## src/rtl/bin_to_decimal_pkg.sv

```systemverilog
// Shared constants and types for the binary-to-BCD scoreboard converter.
package bin_to_decimal_pkg;

    localparam int BIN_W   = 7;
    localparam int DIGIT_W = 4;
    localparam int N_ITER  = BIN_W;
    localparam int CNT_W   = $clog2(N_ITER);
    localparam int MAX_DEC = 99;

    typedef logic [DIGIT_W-1:0] bcd_digit_t;

endpackage

```

## src/rtl/bin_to_decimal_bcd_add3.sv

```systemverilog
// Double-dabble nibble correction: add 3 when the digit is 5 or more.
module bcd_add3
    import bin_to_decimal_pkg::*;
(
    input  bcd_digit_t d_i,
    output bcd_digit_t d_o
);

    assign d_o = (d_i >= DIGIT_W'(5)) ? d_i + DIGIT_W'(3) : d_i;

endmodule

```

## src/rtl/bin_to_decimal.sv

```systemverilog
// Iterative 7-bit binary to two-digit BCD converter, one bit per cycle.
// Define BIN_TO_DECIMAL_CLAMP_EN to saturate inputs above 99 to 99.
module bin_to_decimal
    import bin_to_decimal_pkg::*;
(
    input  logic               clk_i,
    input  logic               rst_i,
    input  logic [BIN_W-1:0]   bin_i,
    output logic [DIGIT_W-1:0] tens_o,
    output logic [DIGIT_W-1:0] ones_o
);

    logic [BIN_W-1:0]     shift_q;
    logic [2*DIGIT_W-1:0] bcd_q;
    logic [CNT_W-1:0]     cnt_q;

    bcd_digit_t           ones_fix;
    bcd_digit_t           tens_fix;
    logic [2*DIGIT_W-1:0] bcd_nxt;
    logic [BIN_W-1:0]     shift_nxt;
    logic [BIN_W-1:0]     bin_sampled;
    logic                 last_iter;

    bcd_add3 u_add3_ones (
        .d_i (bcd_q[DIGIT_W-1:0]),
        .d_o (ones_fix)
    );

    bcd_add3 u_add3_tens (
        .d_i (bcd_q[2*DIGIT_W-1:DIGIT_W]),
        .d_o (tens_fix)
    );

    // tens_fix[3] is the hundreds bit; dropping it yields value mod 100
    // because higher digits never feed back into lower ones.
    assign bcd_nxt   = {tens_fix[DIGIT_W-2:0], ones_fix, shift_q[BIN_W-1]};
    assign shift_nxt = {shift_q[BIN_W-2:0], 1'b0};
    assign last_iter = (cnt_q == CNT_W'(N_ITER - 1));

`ifdef BIN_TO_DECIMAL_CLAMP_EN
    localparam logic [BIN_W-1:0] MAX_BIN = BIN_W'(MAX_DEC);

    assign bin_sampled = (bin_i > MAX_BIN) ? MAX_BIN : bin_i;
`else
    assign bin_sampled = bin_i;
`endif

    always_ff @(posedge clk_i) begin
        if (rst_i) begin
            tens_o  <= '0;
            ones_o  <= '0;
            shift_q <= '0;
            bcd_q   <= '0;
            cnt_q   <= '0;
        end else if (last_iter) begin
            tens_o  <= bcd_nxt[2*DIGIT_W-1:DIGIT_W];
            ones_o  <= bcd_nxt[DIGIT_W-1:0];
            shift_q <= bin_sampled;
            bcd_q   <= '0;
            cnt_q   <= '0;
        end else begin
            shift_q <= shift_nxt;
            bcd_q   <= bcd_nxt;
            cnt_q   <= cnt_q + CNT_W'(1);
        end
    end

endmodule

```

## config.mk

```make
export PLATFORM = sky130hd
export DESIGN_NAME = bin_to_decimal
export DESIGN_NICKNAME = d
export VERILOG_FILES = /design/src/rtl/bin_to_decimal_pkg.sv /design/src/rtl/bin_to_decimal_bcd_add3.sv /design/src/rtl/bin_to_decimal.sv
export SDC_FILE = /design/constraint.sdc
export NUM_CORES = 1
export LEC_CHECK = 0
export CORE_UTILIZATION = 25
export DETAILED_ROUTE_END_ITERATION = 10
export PLACE_DENSITY = 0.48
export SYNTH_ARGS = -nofsm -noshare
export SYNTH_HDL_FRONTEND = slang
export SYNTH_SLANG_ARGS = --single-unit
```

## constraint.sdc

```tcl
create_clock -name clk_i -period 1.38 [get_ports clk_i]
set_input_delay 0.276 -clock clk_i [delete_from_list [all_inputs] [get_ports clk_i]]
set_output_delay 0.276 -clock clk_i [all_outputs]
set_load 0.05 [all_outputs]
```

==> impl_metrics.toml <==
[clock_network]
h-tree-depth = 1
cts_buffers = 3
clk_pin_slew_ns = 0.08
cts.sinks = 26
cts_tree = "done"
clock_latency_ns = 0.26
cts_root_buf = "clkbuf_8"
cts_buffer_depth = 2
cts_hold_buf = 0

[floorplanning]
die_width_um = 64.16
die_y_um = 64.16
ioPinCount = 17
start_util_pct = 26.19
rows = 22
die_area_um2 = 4117
core_um2 = 3689

[grt]
grt_max_degree = 17
grt_overflow_total = 0
antenna_found_initial = 0
grtUsageTotal_pct = 9.731
grt_pass1_wl_mm = 3.125
grt_pass1_vias = 734

[routing]
post_drt_wl_per_cell_um = 10.51
drcViolationCount = 0
drtIter0Drc = 6
ant_nets = 0
viasPerCell = 4.164
firstDrtPassIters = 3
drt_wl_total_mm = 1.734
vias = 687

[yosys]
netlist_instances = 92
netlist.area_leader.share_pct = 53.89
ys_types = 20
synth_top_area_cell = "dfxtp_1"
yosysWarnings = 0
synth_seq_cells = 26
ys_seq_area_share_pct = 53.89
syn-num-nets = 107
netlist_area_um2 = 965.9
syn_area_per_cell_um2 = 10.50
yosys-top-cells-area = "dfxtp_1, ha_1, a22o_1"

[timing]
rsz0062_at_grt = "yes"
setup_viol = 0
setup_ws_ns = 0.03908
skew_ns = 0.007375
finalCritPeriodShare_pct = 97.17
max_slew_margin_pct = 72.87
fmax_mhz = 745.8
hold_violations = 0
tightest_slew_ns = 0.4061
fin_crit_ns = 1.341
slew_violations = 0

[place]
preCtsSetupSlack_ns = -0.1856
gp_congestion = 0.6896
placed_area_um2 = 1319
io_buffers = 16
post-dp-hpwl_mm = 1.271

[worst_setup_path]
critPathRequiredTime_ns = 1.58
endpoint_kind = "register"
cp_top_family = "flip-flops"
crit_arrival_ns = 1.54
path_buf_inv = 0
slowest_delay_ns = 0.35
crit_type = "reg -> reg"
critPathSlowestCell = "dfxtp_2"
cp_max_fo = 3
start_kind = "register"
path_cells = "ha_1 -> nand2b_4 -> a21oi_4 -> mux2_4 -> o21ai_2"

[power]
p_leak_uw = 0.0005674
peakVddDrop_v = 0.0003557
powerDensity_nw_per_um2 = 839.5

[final_layout]
final_area_um2 = 1480
mostFrequentLayoutCells = "dfxtp_1, nor2_1, buf_12"
final_common_cell = "dfxtp_1"
layout-drive-gt1-share_pct = 35.90
antenna_cells = 0
fill_cells = 359
syn_to_final_growth_pct = 53.24
num-nets-final = 134

[hold_path]
hold_path_class = "reg -> reg"

[status]
status = "completed"

[job]
maxCapViolCount = 0
[layout make-up]
type / instances / area, um2 / share of cell area [%]
tap: 48 / 60.06 / 4.057
inverter: 5 / 21.27 / 1.437
multi-input combinational: 59 / 515.5 / 34.83
timing repair buffer: 24 / 316.6 / 21.39
sequential: 26 / 525.5 / 35.50
clock buffer: 3 / 41.29 / 2.790
[stage by stage]
stage | total power [uW] | util [%] | hold WS (ns) | instances | setup TNS, ns
after global placement | 853.4 | 35.75 | 0.4284 | 161 | -2.538
after floorplan | 811.9 | - | 0.3977 | 92 | 0
after global routing | 1303 | 40.13 | 0.4749 | 165 | -0.01504
after CTS | 1255 | 37.62 | 0.4567 | 164 | 0
after detailed placement | 854.1 | 35.75 | 0.4375 | 161 | -2.569
final | 1243 | 40.13 | 0.4558 | 165 | 0
[sequential cells by signal (all words and copies together), names as in the netlist]
signal   count
shift_q      7
cnt_q        3
ones_o       4
tens_o       4
bcd_q        8
[layer usage]
metal / vias up / share of wire (%) / GRT usage (%)
met3: 4 / 0.81 / 1.071
met2: 9 / 49 / 16.09
met1: 315 / 48 / 12.07
met5: - / 0 / 0
li1: 359 / - / -
met4: 0 / 2.1 / 5.833
[worst paths after layout]
path,startpoint,end,slack [ns],cells past startpoint
worst max-delay path,bcd_q[4]$_SDFF_PP0_,tens_o[2]$_SDFFE_PP0P_,0.04,5
worst min-delay path,shift_q[1]$_SDFF_PP0_,shift_q[2]$_SDFF_PP0_,0.46,1
worst max register to register,bcd_q[4]$_SDFF_PP0_,tens_o[2]$_SDFFE_PP0P_,0.04,5
worst min register to register,shift_q[1]$_SDFF_PP0_,shift_q[2]$_SDFF_PP0_,0.46,1
[logic make-up after synthesis]
kind of cell	count (synthesis)	synth area share [%]
buffers and inverters	7	3.238
XOR/XNOR	3	2.721
multiplexers	2	2.720
adder cells (fa/ha/maj)	6	7.772
flip-flops	26	53.89
AND/OR/NAND/NOR	27	14.51
AO/OA/AOI/OAI	21	15.16
[cell usage after synthesis, drive strengths merged]
| library cell | number |
|---|---|
| and2 | 3 |
| xnor2 | 3 |
| or2 | 1 |
| ha | 6 |
| nor2 | 10 |
| a21oi | 6 |
| nand2b | 3 |
| nand2 | 7 |
| mux2 | 2 |
| nor3b | 3 |
| buf | 2 |
| a22o | 8 |
| dfxtp | 26 |
| inv | 5 |
| o21ai | 7 |
[worst reg2reg max path, cell delays in order (launching register included)]
cell and delay [ns]:
dfxtp_2 0.35, ha_1 0.19, nand2b_4 0.14, a21oi_4 0.17, mux2_4 0.33, o21ai_2 0.10
[power breakdown]
part           switching (uW)  leakage (uW)  internal (uW)  total (uW)
logic                    31.2      0.000334           43.7        74.9
registers                6.49      0.000212            759         765
clock network             208     0.0000216            195         402
[what timing repair did]
item	4_1_cts	5_1_grt
pin swaps	2	4
gates resized for setup	6	19
setup buffers	0	1
hold endpoints to repair	0	0
endpoints found under the setup margin	17	10
No activity file was read; power rests on OpenSTA's default activity.
